===== config.mk =====
export PLATFORM = sky130hd
export DESIGN_NAME = song_sequencer_ctrl
export DESIGN_NICKNAME = d
export VERILOG_FILES = /design/src/rtl/song_sequencer_ctrl.sv
export SDC_FILE = /design/constraint.sdc
export NUM_CORES = 1
export LEC_CHECK = 0
export ABC_AREA = 1
export BUFFER_PORTS_ARGS = -buffer_cell sky130_fd_sc_hd__buf_4
export CORE_MARGIN = 2
export CORE_UTILIZATION = 30
export DETAILED_ROUTE_END_ITERATION = 12
export GPL_ROUTABILITY_DRIVEN = 0
export PLACE_DENSITY_LB_ADDON = 0.25
export SLEW_MARGIN = 40
export SYNTH_ARGS = -nofsm -noshare
export SYNTH_HDL_FRONTEND = slang
export SYNTH_SLANG_ARGS = --single-unit

===== constraint.sdc =====
create_clock -name i_clk -period 2.33 [get_ports i_clk]
set_clock_uncertainty 0.2 [all_clocks]
set_input_delay 0.5825 -clock i_clk [delete_from_list [all_inputs] [get_ports i_clk]]
set_output_delay 0.5825 -clock i_clk [all_outputs]
set_load 0.02 [all_outputs]

===== src/rtl/song_sequencer_ctrl.sv =====
// -----------------------------------------------------------------------------
// song_sequencer_ctrl
//
// Purpose:
//   Plays a melody stored in an external synchronous ROM, one note at a time.
//   Each ROM word holds a note index [7:4] and a length in beats [3:0]; a
//   length of zero marks the end of the song. Each note is held for its
//   number of beat_tick pulses. An optional one-beat muted gap can follow
//   every note. The block handles play / pause / stop / loop control and
//   drives the tone generator's divider and mute inputs.
//
// Parameters:
//   ADDR_W  melody ROM address width (song holds at most 2**ADDR_W entries)
//   GAP_EN  1 = insert a one-beat muted gap after every note
//
// Ports:
//   i_clk        clock
//   i_rst_n      synchronous active-low reset
//   i_play       pulse: start from IDLE, resume from PAUSE
//   i_pause      pulse: pause from PLAY/GAP, resume from PAUSE
//   i_stop       pulse: abort to IDLE
//   i_loop_en    level: restart at address 0 when the song ends
//   i_beat_tick  one-cycle beat strobe
//   o_rom_addr   melody ROM address (registered)
//   i_rom_data   ROM word, valid one cycle after o_rom_addr
//   o_note_idx   current note index (registered)
//   o_note_div   divider value for o_note_idx (combinational lookup)
//   o_mute       1 = tone generator silent
//   o_busy       1 in every state except IDLE
//   o_done       one-cycle pulse on normal (non-looped) song completion
// -----------------------------------------------------------------------------
module song_sequencer_ctrl #(
    parameter int ADDR_W = 6,
    parameter bit GAP_EN = 1'b1
) (
    input  logic              i_clk,
    input  logic              i_rst_n,
    input  logic              i_play,
    input  logic              i_pause,
    input  logic              i_stop,
    input  logic              i_loop_en,
    input  logic              i_beat_tick,
    output logic [ADDR_W-1:0] o_rom_addr,
    input  logic [7:0]        i_rom_data,
    output logic [3:0]        o_note_idx,
    output logic [19:0]       o_note_div,
    output logic              o_mute,
    output logic              o_busy,
    output logic              o_done
);

    typedef enum logic [2:0] {
        S_IDLE,
        S_FETCH,
        S_LOAD,
        S_PLAY,
        S_GAP,
        S_PAUSE
    } state_t;

    // Divider value for each of the 16 notes of the shared table.
    localparam logic [19:0] DIV_TABLE [16] = '{
        20'd90909, 20'd81632, 20'd76628, 20'd68259,
        20'd60606, 20'd57306, 20'd51020, 20'd45454,
        20'd40485, 20'd38167, 20'd34013, 20'd30303,
        20'd28653, 20'd25510, 20'd22727, 20'd20242
    };

    state_t            r_state;
    logic [ADDR_W-1:0] r_rom_addr;
    logic [3:0]        r_note_idx;
    logic [3:0]        r_beat_cnt;
    logic              r_mute;
    logic              r_done;
    // Which state PAUSE returns to: 0 = PLAY, 1 = GAP.
    logic              r_saved_gap;

    logic [3:0]        w_rom_note;
    logic [3:0]        w_rom_beats;
    logic              w_last_addr;
    logic              w_last_beat;
    logic              w_resume;

    assign w_rom_note  = i_rom_data[7:4];
    assign w_rom_beats = i_rom_data[3:0];
    // The song never wraps past the top address on its own; reaching it
    // without an end marker is treated as the end of the song.
    assign w_last_addr = (r_rom_addr == {ADDR_W{1'b1}});
    // "<= 1" rather than "== 1" keeps the counter from ever wrapping below 0.
    assign w_last_beat = (r_beat_cnt <= 4'd1);
    assign w_resume    = i_play | i_pause;

    always_ff @(posedge i_clk) begin
        if (!i_rst_n) begin
            r_state     <= S_IDLE;
            r_rom_addr  <= '0;
            r_note_idx  <= 4'd0;
            r_beat_cnt  <= 4'd0;
            r_mute      <= 1'b1;
            r_done      <= 1'b0;
            r_saved_gap <= 1'b0;
        end else begin
            r_done <= 1'b0;
            if (i_stop) begin
                // Abort: everything returns to its idle value except the
                // note, which keeps its last index/divider.
                r_state     <= S_IDLE;
                r_rom_addr  <= '0;
                r_beat_cnt  <= 4'd0;
                r_mute      <= 1'b1;
                r_saved_gap <= 1'b0;
            end else begin
                case (r_state)
                    S_IDLE: begin
                        if (i_play) begin
                            r_state    <= S_FETCH;
                            r_rom_addr <= '0;
                        end
                    end

                    // ROM read in flight; data is sampled in LOAD.
                    S_FETCH: begin
                        r_state <= S_LOAD;
                    end

                    S_LOAD: begin
                        if (w_rom_beats == 4'd0) begin
                            // End marker.
                            r_rom_addr <= '0;
                            r_mute     <= 1'b1;
                            if (i_loop_en) begin
                                r_state <= S_FETCH;
                            end else begin
                                r_state <= S_IDLE;
                                r_done  <= 1'b1;
                            end
                        end else begin
                            r_note_idx <= w_rom_note;
                            r_beat_cnt <= w_rom_beats;
                            r_mute     <= 1'b0;
                            r_state    <= S_PLAY;
                        end
                    end

                    S_PLAY: begin
                        if (i_pause) begin
                            // A tick arriving with the pause is dropped.
                            r_state     <= S_PAUSE;
                            r_saved_gap <= 1'b0;
                            r_mute      <= 1'b1;
                        end else if (i_beat_tick) begin
                            r_beat_cnt <= w_last_beat ? 4'd0 : r_beat_cnt - 4'd1;
                            if (w_last_beat) begin
                                if (GAP_EN) begin
                                    r_state <= S_GAP;
                                    r_mute  <= 1'b1;
                                end else if (w_last_addr) begin
                                    r_rom_addr <= '0;
                                    r_mute     <= 1'b1;
                                    if (i_loop_en) begin
                                        r_state <= S_FETCH;
                                    end else begin
                                        r_state <= S_IDLE;
                                        r_done  <= 1'b1;
                                    end
                                end else begin
                                    // Back-to-back: the previous note keeps
                                    // sounding until the next one loads.
                                    r_rom_addr <= r_rom_addr + ADDR_W'(1);
                                    r_state    <= S_FETCH;
                                end
                            end
                        end
                    end

                    S_GAP: begin
                        if (i_pause) begin
                            r_state     <= S_PAUSE;
                            r_saved_gap <= 1'b1;
                            r_mute      <= 1'b1;
                        end else if (i_beat_tick) begin
                            if (w_last_addr) begin
                                r_rom_addr <= '0;
                                r_mute     <= 1'b1;
                                if (i_loop_en) begin
                                    r_state <= S_FETCH;
                                end else begin
                                    r_state <= S_IDLE;
                                    r_done  <= 1'b1;
                                end
                            end else begin
                                r_rom_addr <= r_rom_addr + ADDR_W'(1);
                                r_state    <= S_FETCH;
                            end
                        end
                    end

                    S_PAUSE: begin
                        // beat_tick is ignored; beat counter stays frozen.
                        if (w_resume) begin
                            r_state <= r_saved_gap ? S_GAP : S_PLAY;
                            r_mute  <= r_saved_gap;
                        end
                    end

                    default: begin
                        r_state <= S_IDLE;
                        r_mute  <= 1'b1;
                    end
                endcase
            end
        end
    end

    assign o_rom_addr = r_rom_addr;
    assign o_note_idx = r_note_idx;
    assign o_note_div = DIV_TABLE[r_note_idx];
    assign o_mute     = r_mute;
    assign o_busy     = (r_state != S_IDLE);
    assign o_done     = r_done;

endmodule


==> results of run 1 <==
-- worst min-delay path: stages (launching register included) --
cell	delay (ns)
dfxtp_1	0.31
o21ai_0	0.07
nand3_1	0.06
-- state kept, by name (all words and copies together) (netlist names) --
register     cells
r_state          3
r_beat_cnt       4
o_rom_addr       6
o_done           1
r_saved_gap      1
o_mute           1
o_note_idx       4
-- placed cells by master (no fill, tap or decap), types with 2 or more instances in the layout --
cell type   n
inv_1      21
o21ai_1     6
or2_2       4
a31oi_1     4
a21oi_1    17
nor2_1     35
nor2_2      2
ha_1        8
o21ai_0    19
inv_2       5
nor2_4      5
nand2_2     2
nand3_1    14
clkbuf_8    3
buf_4      54
nand2_4     4
nor3_1      7
ha_4        2
o211ai_1    2
inv_4       2
conb_1      3
dfxtp_1    16
xor2_1      3
buf_6       2
nand2_1    62
nand4_1     3
dfxtp_2     3
-- power by group through the flow --
stage          logic [mW]  clock network, mW  registers (mW)
5_1_grt             0.163              0.261           0.352
4_1_cts             0.145              0.239           0.352
6_report            0.149              0.226           0.351
2_1_floorplan      0.0903                  0           0.359
3_3_place_gp        0.145                  0           0.360
3_5_place_dp        0.144                  0           0.360
-- logic make-up (layout without fill, tap and decap cells) --
logic type	Yosys count	count (layout)
AO/OA/AOI/OAI	54	54
buffers and inverters	39	90
AND/OR/NAND/NOR	143	143
XOR/XNOR	4	4
other	1	3
flip-flops	20	20
adder cells (fa/ha/maj)	11	11
-- metrics by stage --
stage,util [%],setup WS (ns),hold slack [ns]
global placement,39.3,0.280,0.264
detailed placement,39.3,0.260,0.280
floorplan,-,0.119,0.252
CTS,40.3,0.00542,0.293
global route,42.1,-0.0344,0.328
finish,42.1,0.0498,0.285
-- routing by layer --
metal | track usage (%) | vias up | part of all wire, %
met5 | 0 | - | 0
met4 | 6.61 | 0 | 2.3
met3 | 2.36 | 8 | 5.4
met2 | 23.1 | 51 | 45
met1 | 18.8 | 836 | 48
li1 | - | 1000 | -
-- how the worst max path moves through the flow --
stage / start / endpoint / slack [ns] / cells past startpoint
2_1_floorplan: o_note_idx[3] / o_note_div[8] / 0.12 / 4
4_1_cts: o_note_idx[2] / o_note_div[8] / 0.005 / 6
5_1_grt: o_note_idx[2] / o_note_div[5] / -0.03 / 6
6_report: o_note_idx[0] / o_note_div[14] / 0.05 / 5
3_5_place_dp: o_note_idx[0] / o_note_div[9] / 0.26 / 5
3_3_place_gp: o_note_idx[1] / o_note_div[9] / 0.28 / 5
-- cell type report --
class                           count  area share (%)
Sequential cell                    20            17.5
Multi-Input combinational cell    215            52.7
Inverter                           30            5.20
Timing Repair Buffer               57            19.0
Clock buffer                        3            1.77
Tap cell                           72            3.86
-- what timing repair did --
| action | 4_1_cts | 5_1_grt |
|---|---|---|
| gates cloned | 0 | 1 |
| setup endpoints to repair | 2 | 11 |
| buffers inserted | 0 | 6 |
| pin swaps | 0 | 3 |
| resized for setup | 3 | 19 |
==> out/metrics.cfg, run 1 <==
[synthesis]
ys.flop_type=dfxtp_1
synth-async-reset-ratio_pct=0
synth_xor_xnor_area_share_pct=2.02
yosysMostFrequentCell=nand2_1
synth-adder-area-share_pct=7.93
synth_top_family_by_area=simple AND/OR/NAND/NOR gates
synth-edff-count=0
synth_area_um2=1740
synth_mux_area_share_pct=0
synth_top_area_share_pct=23.1
avgSynthCellArea_um2=6.38
synth-compound-area-share_pct=17.7
syn_inst=272
ys_seq_area_share_pct=23.1
synth_area_leaders=dfxtp_1 23%, nand2_1 13%, nor2_1 8.0%
synth-simple-area-share_pct=39.4
synth_cell_types=37
yosysWarnings=0
ys_ff_latch=20
synth_area_leader_cell=dfxtp_1
yosys-top-cells-count=62 x nand2_1, 37 x nor2_1, 25 x inv_1, 21 x o21ai_0, 20 x dfxtp_1

[clocking]
cts_root_buf=clkbuf_8
tritoncts=yes
clk_path_buf_depth=2
clkTransAtPathRegs_ns=0.07
clk_latency_ns=0.26
htreeDepth=1
holdBufCountCts=0
cts_sinks=20
cts_made_buffers=3

[cells_and_area]
nets=353
area_growth_pct=34.5
finalNonFillerCells=397
drive_gt1_share_pct=30.8
nFillCells=613
multi_input_area_um2=1230
antenna_cells=0
finish.instance_area_um2=2330
regArea_um2=408

[global_route]
grt_util_all_layers_pct=14.4
grt_first_pass_wirelength_mm=7.32
grt_pass1_vias=1632
grt_max_degree=22
grt_overflow_total=0
antenna_found_initial=0

[setup_path]
crit_buf_inv=2
crit_fanout=9
path_cells=buf_4, ha_1, o21ai_0, o21ai_1, buf_4
cp-start-kind=register
rrSetupSlack_ns=0.61
cp-end-kind=output port
critPathTopFamily=compound AO/OA/AOI/OAI gates
criticalPathCategory=reg -> out
cp_common_cell=buf_4
crit_arrival_ns=1.50
r2r_cells=10
crit_slowest_cell=dfxtp_2
rr_endpoint=r_state[1]
slowest_delay_ns=0.32
cp.required_ns=1.55
r2r_start=r_beat_cnt[0]

[placement]
dpl.hpwl_mm=3.59
dp.cells=387
portBuffers=44
dpl_cell_area_um2=2170

[drt]
route.detailed.drc=0
first_iter_violations=79
drt_first_pass_iters=4
via_count=1895
ant_nets=0
wl_per_cell_um=11.7
wl_mm=4.63
vias_per_cell=4.77

[die]
coreArea_um2=5540
rows=27
io_pins=48
start_util_pct=31.3
dieArea_um2=6410
die_x_um=80.1
die_h_um=80.1

[min_path]
min_path_type=reg -> reg
hold_path_end=o_mute
hold_path.startpoint=o_mute
holdPathStages=2

[power_and_ir_drop]
sw_frac_of_total_pct=28.1
p_comb_share_pct=20.5
power_frac_seq_pct=48.4
intPower_mw=0.522
p_total_mw=0.726
ir_worst_vdd_mv=0.245
p_sw_mw=0.204
powerDensity_nw_per_um2=311
clockPowerShare_pct=31.1
p_leak_nw=1.08

[timing]
fin_crit_ns=2.28
rsz0062_at_grt=true
min_period_over_period_pct=97.9
finalSetupViolations=0
fmax_ghz=0.439
fin_setup_tns_ns=0
drv_slew=0
final-hold-violation-count=0

[flow_run]
maxCapViolCount=0

[outcome]
status=finished, final reports clean

Note: power is estimated with default switching activity, not from simulation.
==> inputs of run 2 (changes only) <==
--- a/config.mk
+++ b/config.mk
@@ -6,7 +6,7 @@
 export NUM_CORES = 1
 export LEC_CHECK = 0
 export ABC_AREA = 1
-export BUFFER_PORTS_ARGS = -buffer_cell sky130_fd_sc_hd__buf_4
+export BUFFER_PORTS_ARGS = -buffer_cell sky130_fd_sc_hd__buf_2
 export CORE_MARGIN = 2
 export CORE_UTILIZATION = 30
 export DETAILED_ROUTE_END_ITERATION = 12
==> out/metrics.cfg, run 2 (synthesis gave the netlist of run 1 again) <==
[die]
io_pins=48
dieArea_um2=6410
coreArea_um2=5540
die_h_um=80.1
start_util_pct=31.3
rows=27
die_x_um=80.1

[timing]
final-hold-violation-count=0
fin_hold_ws_ns=0.286
finalSetupViolations=0
rsz0062_at_grt=true
fin_crit_ns=2.30
min_period_over_period_pct=98.5
fmax_ghz=0.436
worst_slack_ns=0.0342
drv_slew=0

[cells_and_area]
nets=346
final_common_cell=nand2_1
antenna_cells=0
largest_reg_flops=6
drive_gt1_share_pct=29.5
mostFrequentLayoutCells=61 x nand2_1, 39 x buf_2, 34 x nor2_1
area_growth_pct=27.3

[power_and_ir_drop]
p_total_mw=0.843
ir_worst_vdd_mv=0.197
p_leak_nw=1.04
powerDensity_nw_per_um2=382

[clocking]
cts_sinks=20
cts_root_buf=clkbuf_8
holdBufCountCts=0
clk_path_buf_depth=2
cts_setup_buffers=0
cts_made_buffers=3
clk_latency_ns=0.27
htreeDepth=1
tritoncts=yes
clkTransAtPathRegs_ns=0.09

[setup_path]
cp-start-kind=register
cp-end-kind=output port
criticalPathCategory=reg -> out
r2r_cells=9
path_cells=clkinvlp_4, ha_4, or2_4, o211ai_1, buf_4
cp.required_ns=1.55
crit_fanout=5
crit_slowest_cell=dfxtp_2
crit_arrival_ns=1.51
slowest_delay_ns=0.36

[placement]
dpl.hpwl_mm=3.61
place_ws_ns=0.267
portBuffers=44

[global_route]
grt_util_all_layers_pct=14.5
met2_usage_pct=25.5
grt_pass1_vias=1670
grt_first_pass_wirelength_mm=7.53
grt_overflow_total=0
antenna_found_initial=0
grt_max_degree=22
busiest_layer=met2
groute.layer.met1.usage_pct=18.2
grt_util_met3_pct=2.36

[min_path]
min_path_type=reg -> reg
holdPathStages=2

[drt]
via_count=1799
drt_first_pass_iters=6
vias_per_cell=4.60
wl_per_cell_um=11.4
route.detailed.drc=0
first_iter_violations=86
ant_nets=0
wl_mm=4.46

[outcome]
status=finished, final reports clean

[flow_run]
maxCapViolCount=0

## run 2: changes by cell type in the layout (fill, tap and decap cells not counted), moves of 6 or more
cell / delta
o21ai_0: -7
buf_4: -45
buf_2: +39
o21ai_1: +6
## run 2: path summary, 6_finish.rpt
path,end,from,slack [ns]
hold reg to reg,o_mute,o_mute,0.29
hold / removal,o_mute,o_mute,0.29
setup / recovery,o_note_div[9],o_note_idx[1],0.03
setup reg to reg,o_rom_addr[0],r_state[0],0.64
## run 2: area by class of cell
cell class	instances	area (um2)
clock inverter	1	30.0
sequential	20	404
inverter	30	121
clock buffer	3	41.3
fill	615	3330
multi-input combinational	215	1240
timing repair buffer	50	285
tap	72	90.1
## run 2: metrics by stage
stage | std cells | TNS, ns | area, um2 | utilization, %
final | 391 | 0 | 2210 | 39.9
after global routing | 391 | -0.0859 | 2210 | 39.9
after global placement | 387 | 0 | 2060 | 37.3
after CTS | 391 | -0.0174 | 2140 | 38.6
after detailed placement | 387 | 0 | 2060 | 37.3
after floorplan | 274 | 0 | 1760 | -
## run 2: critical path, delay by kind of cell, from the launching register on
kind | cells | cell delay, ns
adders and majority gates | 1 | 0.26
buffers and inverters | 2 | 0.33
DFF | 1 | 0.36
and+or+nand+nor | 1 | 0.23
AOI/OAI and AO/OA | 1 | 0.08
## run 2: per-layer routing
| layer | routed length (um) | part of all wire (%) | up-vias |
|---|---|---|---|
| met1 | 2100 | 47 | 761 |
| met2 | 2070 | 46 | 48 |
| met4 | 50 | 1.1 | 0 |
| li1 | - | - | 984 |
| met5 | 0 | 0 | - |
| met3 | 237 | 5.3 | 6 |
## run 2: what timing repair did
action,4_1_cts,5_1_grt
pin swaps,1,2
resized for setup,2,27
endpoints found under the setup margin,2,12
## run 2: report_power, final
group	internal (mW)	switching [mW]	total, mW
clock	0.230	0.127	0.357
combinational	0.0499	0.0846	0.135
sequential	0.345	0.00662	0.352
total	0.625	0.219	0.843
